[config.mk]
export PLATFORM = sky130hd
export DESIGN_NAME = viterbi_acs
export DESIGN_NICKNAME = d
export VERILOG_FILES = /design/src/rtl/viterbi_pkg.sv /design/src/rtl/viterbi_bmu.sv /design/src/rtl/viterbi_acs.sv
export SDC_FILE = /design/constraint.sdc
export NUM_CORES = 1
export LEC_CHECK = 0
export CAP_MARGIN = 20
export CORE_MARGIN = 8
export CORE_UTILIZATION = 50
export DETAILED_ROUTE_END_ITERATION = 6
export PLACE_DENSITY = 0.68
export SLEW_MARGIN = 20
export SYNTH_ARGS = -nofsm -noshare
export SYNTH_HDL_FRONTEND = slang
export SYNTH_SLANG_ARGS = --single-unit
[constraint.sdc]
create_clock -name clk -period 11.6 [get_ports clk]
set_clock_uncertainty 0.15 [all_clocks]
set_input_delay 2.32 -clock clk [delete_from_list [all_inputs] [get_ports clk]]
set_output_delay 2.32 -clock clk [all_outputs]
set_load 0.02 [all_outputs]
[src/rtl/viterbi_pkg.sv]
// viterbi_pkg: shared trellis constants, state type and expected-symbol helper
package viterbi_pkg;
  localparam int K = 3;
  localparam int NUM_STATES = 4;
  localparam logic [2:0] G0 = 3'b111;
  localparam logic [2:0] G1 = 3'b101;
  typedef logic [1:0] state_t;
  function automatic logic [1:0] exp_sym(input logic b, input state_t s);
    logic [2:0] sr;
    sr = {b, s};
    return {^(sr & G0), ^(sr & G1)};
  endfunction
endpackage

[src/rtl/viterbi_bmu.sv]
// viterbi_bmu: hard-decision branch metrics of sym against all four expected symbols
module viterbi_bmu
  import viterbi_pkg::*;
(
  input  logic [1:0]      sym,
  output logic [3:0][1:0] bm
);
  for (genvar e = 0; e < NUM_STATES; e++) begin : g_bm
    localparam logic [1:0] E = 2'(e);
    assign bm[e] = {1'b0, sym[1] ^ E[1]} + {1'b0, sym[0] ^ E[0]};
  end
endmodule

[src/rtl/viterbi_acs.sv]
// viterbi_acs: add-compare-select with MSB normalisation, argmin and registered decisions
module viterbi_acs
  import viterbi_pkg::*;
#(
  parameter int PM_W = 6,
  parameter int INIT_PM = 8
) (
  input  logic            clk,
  input  logic            rst,
  input  logic            enable_i,
  input  logic            start_i,
  input  logic            valid_i,
  input  logic [1:0]      sym_i,
  output logic            valid_o,
  output logic [3:0]      dec_o,
  output logic [1:0]      best_state_o,
  output logic [PM_W-1:0] best_pm_o
);
  logic [3:0][PM_W-1:0] pm, base, c0, c1, pm_r, pm_n;
  logic [3:0][1:0] bm;
  logic [3:0] dec;
  logic [1:0] bs;
  logic [PM_W-1:0] bpm;
  logic norm, upd;
  assign upd = enable_i & valid_i;
  viterbi_bmu u_bmu (.sym(sym_i), .bm(bm));
  // ACS over the trellis (start_i swaps in the initial metrics), then normalise and pick the minimum
  always_comb begin
    base = pm;
    c0 = '0;
    c1 = '0;
    pm_r = '0;
    pm_n = '0;
    dec = '0;
    norm = 1'b1;
    bs = '0;
    for (int n = 0; n < NUM_STATES; n++) begin
      base[n] = start_i ? ((n == 0) ? '0 : PM_W'(INIT_PM)) : pm[n];
    end
    for (int n = 0; n < NUM_STATES; n++) begin
      c0[n] = base[{n[0], 1'b0}] + PM_W'(bm[exp_sym(n[1], state_t'({n[0], 1'b0}))]);
      c1[n] = base[{n[0], 1'b1}] + PM_W'(bm[exp_sym(n[1], state_t'({n[0], 1'b1}))]);
      dec[n] = c1[n] < c0[n];
      pm_r[n] = dec[n] ? c1[n] : c0[n];
      norm = norm & pm_r[n][PM_W-1];
    end
    for (int n = 0; n < NUM_STATES; n++) begin
      pm_n[n] = {pm_r[n][PM_W-1] & ~norm, pm_r[n][PM_W-2:0]};
    end
    bpm = pm_n[0];
    for (int n = 1; n < NUM_STATES; n++) begin
      bs = (pm_n[n] < bpm) ? 2'(n) : bs;
      bpm = (pm_n[n] < bpm) ? pm_n[n] : bpm;
    end
  end
  // metric store and output registers; a start without a symbol only reloads the metrics
  always_ff @(posedge clk or negedge rst) begin
    if (!rst) begin
      for (int n = 0; n < NUM_STATES; n++) pm[n] <= (n == 0) ? '0 : PM_W'(INIT_PM);
      valid_o <= 1'b0;
      dec_o <= '0;
      best_state_o <= '0;
      best_pm_o <= '0;
    end else begin
      valid_o <= upd;
      if (upd) begin
        pm <= pm_n;
        dec_o <= dec;
        best_state_o <= bs;
        best_pm_o <= bpm;
      end else if (start_i) begin
        pm <= base;
      end
    end
  end
endmodule

==> out/results.ini <==
[run_status]
run_status=completed

[cts]
clk_latency_ps=290
cts_setup_buffers=0
holdBufCountCts=0
cts_max_path_buffers=2
cts_made_buffers=5
tritoncts=done
clk_pin_slew_worst_paths_ps=80
cts-root-buf=clkbuf_8
htreeDepth=2
clock_sinks=37
cts_resized=0

[global_route]
grt_pass1_vias=3758
globalRouteOverflowTotal=0
grtUsageTotal_pct=19.9
grt_start_max_net_pins=46
grt_pass1_wl_um=18600
antenna_found_initial=0

[route]
routed_wl_um=11200
drt-initial-drc-count=274
wl_per_cell_um=17.1
viasPerCell=5.99
num_vias=3898
dr.pass1.iters=5
detail-route-antenna-nets=0
route.detailed.drc=0

[floorplanning]
die_x_um=107
dieArea_um2=11400
ios=20
fp.coreArea_um2=8090
initial_core_util_pct=51.0
die_y_um=107
row_count=33

[worst_setup_path]
criticalPathCategory=input port to register
path_common_cell=ha_1
crit_slowest_cell=clkdlybuf4s50_1
crit_fanout=10
cp_data_required_time_ps=11620
cp_slowest_stage_delay_ps=510
startpoint_type=input port
arrival_ps=11070
crit_path_end_kind=register

[pwr]
switching_share_pct=45.6
p_sw_mw=0.320
clkPwrFrac_pct=13.3
p_leak_nw=2.01
powerDensity_nw_per_um2=154
seqPwrFrac_pct=25.4
pwr-share-comb_pct=61.3
p_int_mw=0.382
power_mw=0.702
ir_drop_mv=0.133

[finish]
insertedDiodeCount=0
fill_cells=791
layout-drive-gt1-share_pct=9.52
fin_util_pct=56.4
area_delta_synth_final_pct=10.5
finalNetCount=600

[sta]
setup_viol=0
max-slew-margin-rel_pct=36.1
finalCritPeriodShare_pct=95.3
fmax_ghz=0.0905
hold_slack_ps=326
slew_viol_final=0
grt_setup_unrepaired=no
worstMarginPinSlew_ps=957
setup_tns_ps=0
final-hold-violation-count=0
min_period_ps=11050

[place]
io_buffer_count=19
dpl.hpwl_um=8640
gp_congestion=0.890

[synth]
ys_async_sr_fraction_pct=100
syn_area_um2=4130
synth_cell_types=67
post_synth.cell_area_avg_um2=7.80
ys_seq_elements=37
synth_nets=584
syn_inst=529
synth-edff-count=0
yosysSeqAreaShare_pct=22.5
yosys_warnings=0
ys.flop_type=dfrtp_1

[flow_run]
maxCapViolCount=0

[hold_path]
min_path_type=register to register

## metal layers
metal	share of wire, %	wire length (um)	track usage (%)	vias up
met1	47	5210	27.3	1826
li1	-	-	-	1921
met3	6.1	676	2.22	9
met2	46	5180	32.5	142
met4	0.86	96	4.92	0
met5	0	0	0	-
## sequential cells by signal (all words and copies together), names as in the netlist
| name | count |
|---|---|
| pm | 24 |
| best_state_o | 2 |
| best_pm_o | 6 |
| dec_o | 4 |
| valid_o | 1 |
## cell usage after synthesis, drive strengths merged (13+ instances only)
cell type | n | share of area [%]
nand2 | 58 | 5.3
nor2 | 49 | 4.5
ha | 47 | 14
a21oi | 43 | 5.2
o21ai | 43 | 5.3
dfrtp | 34 | 21
inv | 31 | 2.8
clkbuf | 18 | 1.7
nand3 | 17 | 2.1
mux2i | 15 | 3.6
nor2b | 13 | 2.0
xnor2 | 13 | 2.8
## power by group through the flow
| stage | Combinational (mW) | Clock, mW | Sequential (mW) |
|---|---|---|---|
| after floorplan | 0.283 | 0 | 0.189 |
| after global placement | 0.410 | 0 | 0.180 |
| after detailed placement | 0.416 | 0 | 0.180 |
| after CTS | 0.419 | 0.0958 | 0.178 |
| after global routing | 0.472 | 0.101 | 0.183 |
| final | 0.430 | 0.0936 | 0.178 |
## stage by stage
stage	instances	cell area, um2	setup slack [ps]
2_1_floorplan	529	4130	362
3_3_place_gp	643	4450	192
3_5_place_dp	643	4450	-164
4_1_cts	651	4530	107
5_1_grt	651	4560	22.9
6_report	651	4560	549
## critical path: cells and delay by family
family                     cells  cell delay, ps
AOI/OAI and AO/OA             14            3190
xor gates and xnor gates       1             200
adders and majority gates      6            1770
buffers and inverters          3             700
muxes                          3            1010
and+or+nand+nor               10            1910
## path summary, 6_finish.rpt
| check | from | to | slack (ps) | cells past startpoint |
|---|---|---|---|---|
| max | sym_i[0] | best_pm_o[1]$_DFFE_PN0P_ | 550 | 37 |
| min | dec_o[0]$_DFFE_PN0P_ | dec_o[0]$_DFFE_PN0P_ | 330 | 2 |
| max in group asynchronous | rst | pm[13]$_DFFE_PN0P_ | 8740 | 1 |
| max reg2reg | pm[1]$_DFFE_PN0P_ | best_pm_o[1]$_DFFE_PN0P_ | 2930 | 32 |
| min in group asynchronous | rst | best_pm_o[3]$_DFFE_PN0P_ | 2000 | 1 |
| min reg2reg | dec_o[0]$_DFFE_PN0P_ | dec_o[0]$_DFFE_PN0P_ | 330 | 2 |
## logic make-up after synthesis
kind of cell | Yosys count | synth area share (%)
simple gates | 178 | 20.1
compound gates | 155 | 24.6
buf+inv | 60 | 6.09
fa+ha+maj | 51 | 15.5
flops | 37 | 22.5
xor+xnor | 24 | 5.09
mux | 24 | 6.09
## layout by cell type, fill, tap and decap left out, types with 7 or more instances in the layout
cell type        synthesis  layout
ha_1                    47      47
clkdlybuf4s50_1          0      17
mux2_2                   9       9
a21o_1                  11      11
xor2_1                  11      11
a21oi_1                 43      42
nand2_1                 58      58
nand4_1                  7       7
nor2_1                  49      49
nor3_1                  10      10
buf_4                    0      18
nor2b_1                 13      13
dfrtp_1                 34      34
mux2i_1                 15      14
nand3_1                 17      17
o21ai_0                 40      40
inv_1                   31      31
xnor2_1                 13      13
## cell type report
cell class / instances / area (um2) / share of cell area [%]
Inverter: 32 / 120 / 2.63
Clock buffer: 5 / 68.8 / 1.51
Clock inverter: 3 / 17.5 / 0.384
Tap cell: 105 / 131 / 2.88
Multi-Input combinational cell: 432 / 2970 / 65.1
Timing Repair Buffer: 37 / 323 / 7.08
Sequential cell: 37 / 930 / 20.4
No activity file was read; power rests on OpenSTA's default activity.
